[src/rtl/wb_pkg.sv]
// Shared encodings for the writeback stage: result-select codes, load types and default widths.
package wb_pkg;
  localparam int WB_DATA_W     = 32;
  localparam int WB_REG_ADDR_W = 5;

  localparam logic [1:0] WB_SEL_ALU  = 2'b00;
  localparam logic [1:0] WB_SEL_MEM  = 2'b01;
  localparam logic [1:0] WB_SEL_LINK = 2'b10;
  localparam logic [1:0] WB_SEL_RSVD = 2'b11;

  localparam logic [2:0] LT_LB  = 3'd0;
  localparam logic [2:0] LT_LH  = 3'd1;
  localparam logic [2:0] LT_LW  = 3'd2;
  localparam logic [2:0] LT_LBU = 3'd4;
  localparam logic [2:0] LT_LHU = 3'd5;
endpackage

[src/rtl/load_extend.sv]
// Combinational load alignment: picks the byte/half from the raw word, extends it, flags misalignment.
module load_extend
  import wb_pkg::*;
#(
  parameter int DATA_W = WB_DATA_W
) (
  input  logic [DATA_W-1:0] raw,
  input  logic [2:0]        load_type,
  input  logic [1:0]        byte_off,
  output logic [DATA_W-1:0] data,
  output logic              misaligned
);

  logic signed [7:0]  byte_s;
  logic signed [15:0] half_s;

  function automatic logic [DATA_W-1:0] ext_byte(input logic signed [7:0] b, input logic sgn);
    return sgn ? DATA_W'(b) : DATA_W'($unsigned(b));
  endfunction

  function automatic logic [DATA_W-1:0] ext_half(input logic signed [15:0] h, input logic sgn);
    return sgn ? DATA_W'(h) : DATA_W'($unsigned(h));
  endfunction

  assign byte_s = raw[8*byte_off +: 8];
  assign half_s = raw[16*byte_off[1] +: 16];

  always_comb begin
    data       = '0;
    misaligned = 1'b0;
    unique case (load_type)
      LT_LB:   data = ext_byte(byte_s, 1'b1);
      LT_LBU:  data = ext_byte(byte_s, 1'b0);
      LT_LH: begin
        data       = ext_half(half_s, 1'b1);
        misaligned = byte_off[0];
      end
      LT_LHU: begin
        data       = ext_half(half_s, 1'b0);
        misaligned = byte_off[0];
      end
      LT_LW: begin
        data       = raw;
        misaligned = (byte_off != 2'b00);
      end
      default: data = '0;
    endcase
  end

endmodule

[src/rtl/writeback_stage.sv]
// Final pipeline stage: MEM/WB register, result select, register-file write port, forwarding tap
// and retired-instruction counter.
module writeback_stage
  import wb_pkg::*;
#(
  parameter int DATA_W     = WB_DATA_W,
  parameter int REG_ADDR_W = WB_REG_ADDR_W,
  parameter int CNT_W      = 32
) (
  input  logic                  clk,
  input  logic                  reset,
  input  logic                  in_valid,
  input  logic                  stall,
  input  logic                  flush,
  input  logic                  in_reg_write,
  input  logic [REG_ADDR_W-1:0] in_rd,
  input  logic [1:0]            in_wb_sel,
  input  logic [DATA_W-1:0]     in_alu_result,
  input  logic [DATA_W-1:0]     in_mem_data,
  input  logic [DATA_W-1:0]     in_pc_plus4,
  input  logic [2:0]            in_load_type,
  input  logic [1:0]            in_byte_off,
  output logic [REG_ADDR_W-1:0] writeReg,
  output logic                  writeEnable,
  output logic [DATA_W-1:0]     writeData,
  output logic                  wb_valid,
  output logic                  fwd_en,
  output logic [REG_ADDR_W-1:0] fwd_rd,
  output logic [DATA_W-1:0]     fwd_data,
  output logic                  misalign_err,
  output logic [CNT_W-1:0]      retire_count
);

  logic                  vld_p0;
  logic                  reg_write_p0;
  logic [REG_ADDR_W-1:0] rd_p0;
  logic [1:0]            wb_sel_p0;
  logic [DATA_W-1:0]     alu_p0;
  logic [DATA_W-1:0]     mem_p0;
  logic [DATA_W-1:0]     pc4_p0;
  logic [2:0]            load_type_p0;
  logic [1:0]            byte_off_p0;
  logic [CNT_W-1:0]      retire_cnt;
  logic [DATA_W-1:0]     load_data;
  logic                  load_misaligned;

  // MEM/WB boundary: reset beats flush, flush beats stall, otherwise capture.
  always_ff @(posedge clk) begin
    if (!reset) begin
      vld_p0       <= 1'b0;
      reg_write_p0 <= 1'b0;
      rd_p0        <= '0;
      wb_sel_p0    <= WB_SEL_ALU;
      alu_p0       <= '0;
      mem_p0       <= '0;
      pc4_p0       <= '0;
      load_type_p0 <= LT_LB;
      byte_off_p0  <= '0;
      retire_cnt   <= '0;
    end else if (flush) begin
      vld_p0 <= 1'b0;
    end else if (!stall) begin
      vld_p0       <= in_valid;
      reg_write_p0 <= in_reg_write;
      rd_p0        <= in_rd;
      wb_sel_p0    <= in_wb_sel;
      alu_p0       <= in_alu_result;
      mem_p0       <= in_mem_data;
      pc4_p0       <= in_pc_plus4;
      load_type_p0 <= in_load_type;
      byte_off_p0  <= in_byte_off;
      if (in_valid) retire_cnt <= retire_cnt + CNT_W'(1);
    end
  end

  load_extend #(.DATA_W(DATA_W)) u_load_extend (
    .raw        (mem_p0),
    .load_type  (load_type_p0),
    .byte_off   (byte_off_p0),
    .data       (load_data),
    .misaligned (load_misaligned)
  );

  always_comb begin
    writeData = '0;
    unique case (wb_sel_p0)
      WB_SEL_ALU:  writeData = alu_p0;
      WB_SEL_MEM:  writeData = load_data;
      WB_SEL_LINK: writeData = pc4_p0;
      default:     writeData = '0;
    endcase
  end

  assign misalign_err = vld_p0 & (wb_sel_p0 == WB_SEL_MEM) & load_misaligned;
  assign writeEnable  = vld_p0 & reg_write_p0 & (rd_p0 != '0) & ~misalign_err
                        & (wb_sel_p0 != WB_SEL_RSVD);
  assign writeReg     = rd_p0;
  assign wb_valid     = vld_p0;
  assign fwd_en       = writeEnable;
  assign fwd_rd       = writeReg;
  assign fwd_data     = writeData;
  assign retire_count = retire_cnt;

endmodule

[config.mk]
export PLATFORM = sky130hd
export DESIGN_NAME = writeback_stage
export DESIGN_NICKNAME = d
export VERILOG_FILES = /design/src/rtl/wb_pkg.sv /design/src/rtl/load_extend.sv /design/src/rtl/writeback_stage.sv
export SDC_FILE = /design/constraint.sdc
export NUM_CORES = 1
export LEC_CHECK = 0
export CAP_MARGIN = 20
export CORE_MARGIN = 2
export CORE_UTILIZATION = 40
export DETAILED_ROUTE_END_ITERATION = 10
export GPL_ROUTABILITY_DRIVEN = 0
export PLACE_DENSITY = 0.71
export SETUP_SLACK_MARGIN = 0.2
export SYNTH_ARGS = -nofsm -noshare
export SYNTH_HDL_FRONTEND = slang
export SYNTH_SLANG_ARGS = --single-unit
[constraint.sdc]
create_clock -name clk -period 1.7 [get_ports clk]
set_input_delay 0.255 -clock clk [delete_from_list [all_inputs] [get_ports clk]]
set_output_delay 0.255 -clock clk [all_outputs]
set_load 0.02 [all_outputs]
# After elaboration in Yosys (flattened, before gate mapping)
# Cells that the tools add are included.
[totals]
inputBits = 114
register_bits = 142
[classes]
n_addsub = 1
shifts = 2
bitwise_logic = 10
eq_ne = 7
n_reduce_logical = 8
muxes = 3
[op_table]
columns = ["op", "count"]
rows = [
  ["$pmux 32 s5", 1],
  ["$pmux 32 s3", 1],
  ["$add 32x1->32 const B", 1],
  ["$shiftx 32x6->16", 1],
  ["$shiftx 32x6->8", 1],
  ["$and 1x1->1", 6],
  ["$eq 3x3->1 const B", 2],
  ["$reduce_bool 5->1", 1],
  ["$not 1->1", 4],
  ["$reduce_or 2->1", 2],
  ["$eq 3x1->1 const B", 1],
  ["$eq 3x2->1 const B", 1],
  ["$logic_not 3->1", 1],
  ["$reduce_and 3->1", 1],
  ["$eq 2x1->1 const B", 1],
  ["$eq 2x2->1 const B", 1],
  ["$logic_not 2->1", 1],
  ["$ne 2x2->1 const B", 1],
  ["$pmux 1 s2", 1],
  ["$reduce_and 2->1", 1],
  ["$reduce_bool 2->1", 1],
]

# Logic depth before layout (Yosys ltp)
[logic_depth]
ltp_word = 7
ltp_mapped = 7

# By module
# From an unflattened synthesis, not the netlist that was laid out.
[hier_totals]
hier_cells = 910
area_unflattened_um2 = 7099.3
[modules_own_cells]
columns = ["mod", "seq_area_each_um2", "cells_each", "n_inst", "area_each_um2"]
rows = [
  ["writeback_stage", 2842.7, 804, 1, 6211.0],
  ["load_extend", 0.0, 106, 1, 888.4],
]

# Worst setup path before layout
# Ideal clock, no wire load.
[synth_timing]
path_kind = "register to output"
start = "register load_type_p0[0]"
end = "output port writeEnable"
stages_incl_launch_ff = 7
setup_slack_ns = -1.018
arrival_ns = 2.463
path_buffers = 2
path_cell_list = "dfxtp_1 buf_2 nor2b_1 o21ai_0 a21oi_1 a2111oi_0 buf_4"
[synth_via]
elab_chain_cells = 7
word_cells_on_any_way = 9
cone_classes = "eq/ne: 3; mux: 1; bitwise: 4; reduce/logical: 1"
[synth_rtl]
columns = ["item", "line", "rtl"]
rows = [
  ["start: declaration", "writeback_stage.sv:41", "logic [2:0] load_type_p0;"],
  ["start signal: assignment", "writeback_stage.sv:70", "load_type_p0 <= in_load_type;"],
  ["$eq 3x1->1 / $eq 3x3->1 (equally long branches)", "load_extend.sv:31", "unique case (load_type)"],
  ["$reduce_or 2->1 (no line)", "-", ""],
  ["$pmux 1 s2 (*)", "load_extend.sv:31", ""],
  ["$and 1x1->1 (*)", "writeback_stage.sv:94", "assign misalign_err = vld_p0 & (wb_sel_p0 == WB_SEL_MEM) & load_misaligned;"],
  ["net misalign_err", "writeback_stage.sv:30", "output logic misalign_err,"],
  ["$not 1->1 (*)", "writeback_stage.sv:95", "assign writeEnable = vld_p0 & reg_write_p0 & (rd_p0 != '0) & ~misalign_err"],
  ["$and 1x1->1 (*)", "writeback_stage.sv:95", ""],
  ["$and 1x1->1 (*)", "writeback_stage.sv:96", "& (wb_sel_p0 != WB_SEL_RSVD);"],
  ["end: declaration", "writeback_stage.sv:24", "output logic writeEnable,"],
]
# Mark *: on every way through the listed nets, which the timed path passes. The rest lies on a longest branch.

# Final worst setup path
[layout_timing]
start = "register byte_off_p0[0]"
end = "output port writeData[15]"
[layout_via]
elab_chain_cells = 3
[layout_rtl]
columns = ["item", "line", "rtl"]
rows = [
  ["start: declaration", "writeback_stage.sv:42", "logic [1:0] byte_off_p0;"],
  ["start signal: assignment", "writeback_stage.sv:71", "byte_off_p0 <= in_byte_off;"],
  ["$shiftx 32x6->8", "load_extend.sv:25", "assign byte_s = raw[8*byte_off +: 8];"],
  ["$pmux 32 s5", "load_extend.sv:31", ""],
  ["$pmux 32 s3", "writeback_stage.sv:86", "unique case (wb_sel_p0)"],
  ["end: declaration", "writeback_stage.sv:25", "output logic [DATA_W-1:0] writeData,"],
]
# Every way passes these cells.

==> metrics.md <==
| Metric | Value |
|---|---|
| Aggregate negative setup slack | -42270 ps |
| Clk sinks | approximately 140 |
| Synthesized area | 0.00686 mm² |
| Routed Antenna Nets | 0 |
| Unrepaired setup endpoints after global routing | true |
| Final global-route overflow total | 0 |
| Clk root buf | clkbuf_16 |
| Sequential area share after synthesis | 41.4% |
| DRC violations left | 0 |
| Flops & latches, synth | ~140 |
| GRT Util Overall | 29.3% |
| Dpl hpwl | 17.6 mm |
| Final hold violation count | 0 |
| Final Critical Period | 2440 ps |
| Hold bufs inserted after CTS | 0 |
| Primary FF master, synth | dfxtp_1 |
| EDFF count, synth | 0 |
| Power, Total | 9.57 mW |
| Crit path launch type | register |
| Wire length per cell | about 20 µm |
| Crit-path slowest cell | mux4_2 |
| Pwr dens | 748 mW/mm² |
| Synth unique cells | 46 |
| Core area | 0.0167 mm² |
| H-tree Lvls | 4 |
| Failing checks | setup timing |
| 1st-iter DRT viols | 604 |
| Drt pass-1 iters | 5 |
| Crit Path Category | reg2out |
| Req. time, crit path | 1440 ps |
| Final period utilization | 143% |
| CP cell instances | mux4_2 > nor4b_4 > buf_6 > a221oi_4 > buf_4 > o22ai_4 > buf_6 |
| TritonCTS clock tree | built |
| Die width | 135 µm |
| Post-Synthesis Cells | 880 |
| Post-synth net total | 995 |
| Non-filler instance count after layout | 1441 |
| Largest net degree at the start of global routing | just under 50 |
| Clk_lat worst skew | between 400 and 500 ps |
| Clock transition at path regs | roughly 60 ps |
| Die Area | 0.0182 mm² |
| Area delta synth->final | 86.5% |
| Worst slew pin tran | between 500 and 600 ps |
| Avg Inst Size Synth | 7.79 µm² |
| Final setup margin | -739 ps |
| Share of layout cells above drive strength 1 | 39.0% |
| Critical path's largest stage delay | between 400 and 500 ps |
| Clock buffer depth | 2 |
| Vias in the first global route | 7615 |
| Vias post-DR | 7977 |
| Class of the worst hold path | in2reg |
| Rows | 47 |
| Peak VDD IR | 734 µV |
| Die Y | around 130 µm |
| Cell repeated most along the worst path | buf_6 |
| Worst-path fanout max | 8 |
| Port Buf Inserts | 223 |
| Fmax | 0.410 GHz |
| Max-Cap Viols | 0 |
| CP endpoint kind | output pin |
| Number of diodes | 0 |
| TritonCTS Buffers | 17 |
| Outcome | finished, violations left |
| Vias per cell | roughly 5.5 |
| Post-synth ARST share | 0% |
| Max Slew Vio Count | 0 |
| Rel. slew slack | 65.3% |
| P_leak | 5.05 nW |
| Nets | 1324 |
| Setup violations, final | 73 |
| Number of I/O pins | ~220 |
| Initial Utilization | 41.1% |
| Global-route wire length before repair | slightly above 40 mm |
| Skew final | 5.91 ps |
| Synth Warn # | 0 |
| Final Util | roughly 77% |
| Placed cell count | 1339 |
| Post-Route WL | 28.5 mm |
| CP Data Arrival Time | 2180 ps |
| Initial antenna violation count | 0 |
-- cells in the mapped netlist, types with 11 or more instances --
cell | count | area (µm²)
a21oi_1 | 129 | 646
a221oi_1 | 14 | 123
a22oi_1 | 16 | 120
buf_4 | 38 | 285
clkbuf_1 | 55 | 206
dfxtp_1 | 142 | 2840
inv_1 | 14 | 52.6
mux2i_1 | 30 | 300
nand2_1 | 249 | 935
nand2b_1 | 12 | 75.1
nor2_1 | 17 | 63.8
o21ai_0 | 17 | 85.1
o22ai_1 | 24 | 150
o31ai_1 | 11 | 82.6
-- sequential cells by signal, indices dropped and copies added (netlist names) --
register and flops:
alu_p0 32, mem_p0 32, pc4_p0 32, retire_count 32, fwd_rd 5, load_type_p0 3, byte_off_p0 2, wb_sel_p0 2
reg_write_p0 1, wb_valid 1
-- per-stage QoR --
stage	cell area, µm²	hold WS (ps)	setup slack [ps]
after floorplan	7870	381	-191
after global placement	10800	439	-835
after detailed placement	10800	446	-893
after CTS	12400	288	-733
after global routing	12800	294	-801
final	12800	307	-739
-- metal layers --
layer | wire (µm) | vias up | global-route usage (%)
li1 | - | 3697 | -
met1 | 11200 | 3867 | 35.7
met2 | 14400 | 345 | 51.1
met3 | 2100 | 68 | 6.91
met4 | 821 | 0 | 9.14
met5 | 0 | - | 0
-- final timing paths --
path | start | to | slack (ps) | depth (start not counted)
max | byte_off_p0[0]$_SDFFE_PN0P_ | writeData[15] | -740 | 7
min | flush | wb_valid$_SDFFE_PP0N_ | 310 | 3
max reg2reg | retire_count[1]$_SDFFE_PN0P_ | retire_count[16]$_SDFFE_PN0P_ | -100 | 7
min reg2reg | pc4_p0[16]$_SDFFE_PN0P_ | pc4_p0[16]$_SDFFE_PN0P_ | 450 | 2
-- worst max-delay path: cells and delay by family (launching register included) --
kind	cells	cell delay, ps
flops	1	360
compound gates	2	290
simple gates	1	150
mux	1	480
buf+inv	3	480
-- cell type report --
class / instances / area, µm²
Clock buffer: 23 / 553
Clock inverter: 8 / 111
Fill cell: 1059 / 3910
Inverter: 14 / 55.1
Multi-Input combinational cell: 623 / 4640
Sequential cell: 142 / 2930
Tap cell: 220 / 275
Timing Repair Buffer: 411 / 4220
-- kinds of logic after synthesis --
group                    share of synthesized area, %
adder cells (fa/ha/maj)                         0.182
AO/OA/AOI/OAI                                    19.6
XOR/XNOR                                         1.15
flip-flops                                       41.4
buffers and inverters                            8.96
multiplexers                                     6.35
AND/OR/NAND/NOR                                  22.3
-- where the power goes --
group / switching (mW) / total (mW) / internal (mW)
clock: 1.51 / 4.11 / 2.60
combinational: 0.943 / 1.94 / 0.994
sequential: 0.0995 / 3.53 / 3.43
total: 2.55 / 9.57 / 7.02
-- what timing repair did --
action	4_1_cts	5_1_grt
hold endpoints to repair	0	0
endpoints found under the setup margin	132	110
pin swaps	79	38
resized for setup	545	67
buffers inserted	49	17
cloned	5	0
-- cells in the final DEF (no fill, tap or decap), types with 21 or more instances in the layout --
cell and instances:
nand2_1 240, buf_12 29, buf_4 119, dfxtp_1 108, dlygate4sd2_1 28, mux2i_1 29
buf_6 100, clkdlybuf4s50_1 110, a21oi_1 116, clkbuf_16 21
Note: power is estimated with default switching activity, not from simulation.
